[config.mk]
export PLATFORM = sky130hd
export DESIGN_NAME = sub_serial
export DESIGN_NICKNAME = d
export VERILOG_FILES = /design/src/rtl/sub_serial.sv
export SDC_FILE = /design/constraint.sdc
export NUM_CORES = 1
export LEC_CHECK = 0
export CAP_MARGIN = 20
export CORE_ASPECT_RATIO = 0.5
export CORE_MARGIN = 2
export CORE_UTILIZATION = 40
export CTS_CLUSTER_SIZE = 12
export DETAILED_ROUTE_END_ITERATION = 12
export GPL_ROUTABILITY_DRIVEN = 0
export PLACE_DENSITY_LB_ADDON = 0.12
export SLEW_MARGIN = 20
export SYNTH_ARGS = -nofsm -noshare
export SYNTH_HDL_FRONTEND = slang
export SYNTH_SLANG_ARGS = --single-unit
[constraint.sdc]
create_clock -name clk -period 3.98 [get_ports clk]
set_clock_uncertainty 0.15 [all_clocks]
set_input_delay 0.796 -clock clk [delete_from_list [all_inputs] [get_ports clk]]
set_output_delay 0.796 -clock clk [all_outputs]
set_load 0.02 [all_outputs]
[src/rtl/sub_serial.sv]
// Bit-serial subtractor: out = a - b (mod 2^WIDTH), one bit per clock, LSB first.
// Level-enable start; en low in DONE acknowledges and returns to IDLE.
module sub_serial #(
    parameter int WIDTH = 8,
    parameter int CW    = $clog2(WIDTH)
) (
    input  logic             clk,
    input  logic             rst,
    input  logic             en,
    input  logic [WIDTH-1:0] a,
    input  logic [WIDTH-1:0] b,
    output logic [WIDTH-1:0] out,
    output logic             borrow_out,
    output logic             busy,
    output logic             done
);

    typedef enum logic [1:0] {
        IDLE = 2'd0,
        SUB  = 2'd1,
        DONE = 2'd2
    } state_t;

    localparam logic [CW-1:0] LAST = CW'(WIDTH - 1);

    state_t           state_q, state_d;
    logic [WIDTH-1:0] a_reg_q, a_reg_d;
    logic [WIDTH-1:0] b_reg_q, b_reg_d;
    logic [WIDTH-1:0] out_q, out_d;
    logic [CW-1:0]    count_q, count_d;
    logic             borrow_q, borrow_d;
    logic             borrow_out_q, borrow_out_d;

    logic             diff_bit;
    logic             borrow_nxt;

    always_comb begin
        diff_bit   = a_reg_q[0] ^ b_reg_q[0] ^ borrow_q;
        borrow_nxt = (~a_reg_q[0] & b_reg_q[0]) | (~(a_reg_q[0] ^ b_reg_q[0]) & borrow_q);

        state_d      = state_q;
        a_reg_d      = a_reg_q;
        b_reg_d      = b_reg_q;
        out_d        = out_q;
        count_d      = count_q;
        borrow_d     = borrow_q;
        borrow_out_d = borrow_out_q;

        case (state_q)
            IDLE: begin
                if (en) begin
                    a_reg_d  = a;
                    b_reg_d  = b;
                    borrow_d = 1'b0;
                    count_d  = '0;
                    out_d    = '0;
                    state_d  = SUB;
                end
            end
            SUB: begin
                borrow_d = borrow_nxt;
                out_d    = {diff_bit, out_q[WIDTH-1:1]};
                a_reg_d  = a_reg_q >> 1;
                b_reg_d  = b_reg_q >> 1;
                count_d  = count_q + CW'(1);
                // Final borrow is this cycle's combinational value, not borrow_q.
                if (count_q == LAST) begin
                    state_d      = DONE;
                    borrow_out_d = borrow_nxt;
                end
            end
            DONE: begin
                if (!en) state_d = IDLE;
            end
            default: state_d = IDLE;
        endcase
    end

    always_ff @(posedge clk or posedge rst) begin
        if (rst) begin
            state_q      <= IDLE;
            a_reg_q      <= '0;
            b_reg_q      <= '0;
            out_q        <= '0;
            count_q      <= '0;
            borrow_q     <= 1'b0;
            borrow_out_q <= 1'b0;
        end else begin
            state_q      <= state_d;
            a_reg_q      <= a_reg_d;
            b_reg_q      <= b_reg_d;
            out_q        <= out_d;
            count_q      <= count_d;
            borrow_q     <= borrow_d;
            borrow_out_q <= borrow_out_d;
        end
    end

    assign out        = out_q;
    assign borrow_out = borrow_out_q;
    assign busy       = (state_q == SUB);
    assign done       = (state_q == DONE);

endmodule

# After elaboration in Yosys (flattened, before gate mapping)

Cells that the tools add are included.

$lt $le $gt $ge: 0
Reductions and logical operators: 5
Shift operators: 0
Multiplexer cells: 14
Equal/unequal tests: 6
$mul: 0
Bitwise logic cells: 7
Divide/modulo/power cells: 0
$add $sub $neg: 1

Operators by type and width:

| cell                                                                    | number |
|---|---|
| 8-bit one-hot mux with 2 select lines                                   | 3 |
| 8-bit two-way mux                                                       | 3 |
| 2-bit two-way mux                                                       | 3 |
| 2-bit one-hot mux with 3 select lines                                   | 1 |
| 3-bit one-hot mux with 2 select lines                                   | 1 |
| 2-bit inequality test, second input constant                            | 2 |
| 2-bit AND reduction                                                     | 2 |
| 3-bit by 1-bit adder with 3-bit output, second input constant           | 1 |
| 3-bit == test, second input constant                                    | 1 |
| 3-bit two-way mux                                                       | 1 |
| 3-bit AND reduction                                                     | 1 |
| 1-bit AND                                                               | 2 |
| 2-bit by 1-bit == test with 1-bit output, second input constant         | 1 |
| 2-bit == test, second input constant                                    | 1 |
| 2-bit zero test                                                         | 1 |
| 2-bit by 1-bit inequality test with 1-bit output, second input constant | 1 |
| 1-bit NOT                                                               | 2 |
| 1-bit one-hot mux with 2 select lines                                   | 1 |
| 2-bit nonzero test                                                      | 1 |
| 1-bit XOR                                                               | 2 |
| 1-bit two-way mux                                                       | 1 |
| 1-bit OR                                                                | 1 |

Output and inout bits: 11
Bits in registers: 31
Logic and storage cells: 40
Memories: 0
Input bits: 19
Latch bits: 0
RAM bits: 0
Memory bits (read-only): 0

# Longest topological paths before layout

Word-level depth: 5
Depth in mapped cells: 4
Gate-level depth less buffers: 4

# Worst setup path after synthesis

No wires, ideal clock.

Path type: register to output
From: reg state_q[1]
To: out done
Path slack: 2.012 ns
Required time: 3.034 ns
Cell stages (with the launch flop): 4
Data arrival time: 1.022 ns
Path buffers: 2
Cell sequence: dfrtp_1 > buf_2 > buf_2 > nor2b_1

Word-level cells in the longest chain between the ends: 1

RTL lines:

| what                     | RTL line | RTL |
|---|---|---|
| start: declaration       | 26       | `state_t state_q, state_d;` |
| start signal: assignment | 89       | `state_q <= state_d;` |
| 2-bit == test            | 102      | `assign done = (state_q == DONE);` |
| end: declaration         | 15       | `output logic done` |

No other way between the ends.

# Worst setup path after layout

From: reg state_q[1]
To: out busy

Word-level cells in the longest chain between the ends: 1

RTL lines:

| what                                     | RTL line | RTL |
|---|---|---|
| 2-bit by 1-bit == test with 1-bit output | 101      | `assign busy = (state_q == SUB);` |
| end: declaration                         | 14       | `output logic busy,` |

No other way between the ends.

==> reports/metrics.cfg <==
[floorplanning]
design.die.area_um2=4132
die_h_um=46.47
rows=15
initial_core_util=0.4200
coreArea_um2=3435
io_pins=30
die_x_um=88.93

[grt]
grt_use_total=0.1623
first_global_vias=1028
overflow=0
grt_pass1_wl_um=4836
grt_start_max_net_pins=32
antenna_found_initial=0

[layout]
antenna_cells=0
nNetsFinal=173
drive_gt1_frac=0.1053
fin_area_um2=1879
nFillCells=311
fin_cells=203
synthToLayoutAreaGrowth_pct=30.27

[run_status]
status=complete, no violations

[synth]
seq_area_frac_synth=0.5377
syn_area_um2=1443
syn_inst=122
syn_avg_cell_area_um2=11.82
syn_nets=144
ys_warn_count=0
synth_seq_cells=31
ys_types=22

[power]
p_per_area_nw_per_um2=783.8
vdd_drop_max_mv=0.3083
power_leakage_nw=0.8214

[placed_design]
dp.cells=195
hpwl_um=1758
port_buffers=29
dpl_cell_area_um2=1762

[worst_setup_path]
crit_arrival_ns=1.80
end_kind=primary output
crit_type=reg -> out
cp_max_fo=19
reg2reg_depth=3
reg2reg_slack_ns=2.29
start_kind=flop
startpoint=state_q[1]
critPathCapture=busy
r2r_start=state_q[0]
r2r-end=b_reg_q[2]
cp_data_required_time_ns=3.03

[sta]
layout_min_cycle_time_ns=2.749
final-hold-violation-count=0
slew_headroom=0.5639
maxSlewViolCount=0
worstMarginPinSlew_ns=0.6525
finalCritPeriodShare=0.6907
final-setup-viol-count=0
rsz0062_at_grt=no
timing.fmax_mhz=363.8
timing.hold.ws_ns=0.3405
setup_tns_ns=0

[clock_tree]
clkTransAtPathRegs_ns=0.07
post_cts_buffers=0
ctsHoldBuffers=0
worstSkewPairLatency_ns=0.29
clockBufferDepth=2
tritoncts=yes
cts_made_buffers=5
clockRootBuffer=clkbuf_8
htree_levels=2
clock_sinks=31
cts.repair.resized=0

[job]
maxCapViolations=0

[route]
drtIter0Drc=80
ant_nets=0
via_per_inst=5.202
drc=0
vias=1056
dr.pass1.iters=4
wl_per_cell_um=13.85
drt_wl_total_um=2811

[min_path]
hold_class=reg -> reg

[layout make-up]
class                      instances  area, µm²  area share
inverter                          18      67.56     0.03595
clock inverter                     2      35.03     0.01864
clock buffer                       6      82.58     0.04394
sequential                        31      775.7      0.4128
multi-input combinational         63      541.8      0.2883
timing repair buffer              32      312.8      0.1664
tap                               51      63.81     0.03395
[state kept, by name (all words and copies together), names as in the netlist]
register	count
borrow_q	1
count_q	3
out	8
state_q	2
b_reg_q	8
a_reg_q	8
borrow_out	1
[power by group]
part	internal, W	total, W	switching, W	leakage, nW
clock network	0.000202	0.000321	0.000119	0.0612
logic	0.000296	0.000619	0.000324	0.381
registers	0.000460	0.000533	0.0000724	0.379
total	0.000959	0.00147	0.000515	0.821
[metrics by stage]
stage,util,setup WS [ns],power (W)
3_3_place_gp,0.5129,1.299,0.001146
6_report,0.5472,1.231,0.001473
2_1_floorplan,-,2.012,0.0009799
4_1_cts,0.5472,1.211,0.001490
3_5_place_dp,0.5129,1.287,0.001166
5_1_grt,0.5472,1.124,0.001586
[worst max-delay path, cell delays in order, from the launching register on]
cell	delay, ns
dfrtp_1	0.37
nand2b_1	0.18
inv_2	0.29
clkdlybuf4s50_1	0.68
[cells by family after synthesis]
logic type	after synthesis	share of synthesized area
AOI/OAI and AO/OA	31	0.1995
adders and majority gates	3	0.03122
buffers and inverters	28	0.08672
DFF	31	0.5377
muxes	2	0.01388
and+or+nand+nor	27	0.1310
[cell usage after synthesis]
library cell  instances  area share
a221oi_1             13       0.079
a221oi_2              1       0.010
a22o_1               13       0.079
buf_2                 7       0.024
buf_4                 1      0.0052
buf_6                 1      0.0078
clkbuf_1              1      0.0026
dfrtp_1              31        0.54
fa_1                  1       0.014
ha_1                  2       0.017
inv_1                17       0.044
inv_2                 1      0.0026
mux2i_1               2       0.014
nand2b_1              1      0.0043
nand3b_1              1      0.0052
nor2_1                7       0.018
nor2b_1               3       0.013
nor3b_1               1      0.0052
nor4b_1              14       0.085
o21ba_2               2       0.014
o21bai_4              1       0.013
o22ai_1               1      0.0043
[layer usage]
layer	vias to the layer above	GRT usage	routed length, µm
li1	508	-	-
met1	524	0.2220	1439
met2	21	0.2418	1210
met3	3	0.05376	139
met4	0	0.06269	21
met5	-	0	0
[worst min-delay path by stage]
stage,startpoint,to,slack (ns),cells after the start
after floorplan,count_q[0],count_q[0],0.31,1
after global placement,count_q[0],count_q[0],0.33,1
after detailed placement,count_q[0],count_q[0],0.33,1
after CTS,count_q[0],count_q[0],0.34,1
after global routing,count_q[0],count_q[0],0.38,1
final,count_q[0],count_q[0],0.34,1
[cell usage in the layout, fill, tap and decap left out, types with 2 or more instances in the layout]
cell and count:
clkbuf_8 6, buf_4 3, dfrtp_1 31, ha_1 2, clkdlybuf4s50_1 29, a221oi_1 13, nor4b_1 14, nor2b_1 3
mux2i_1 2, nor2_1 7, o21ba_2 2, inv_1 17, a22o_1 13
(Power assumes the default switching activity.)
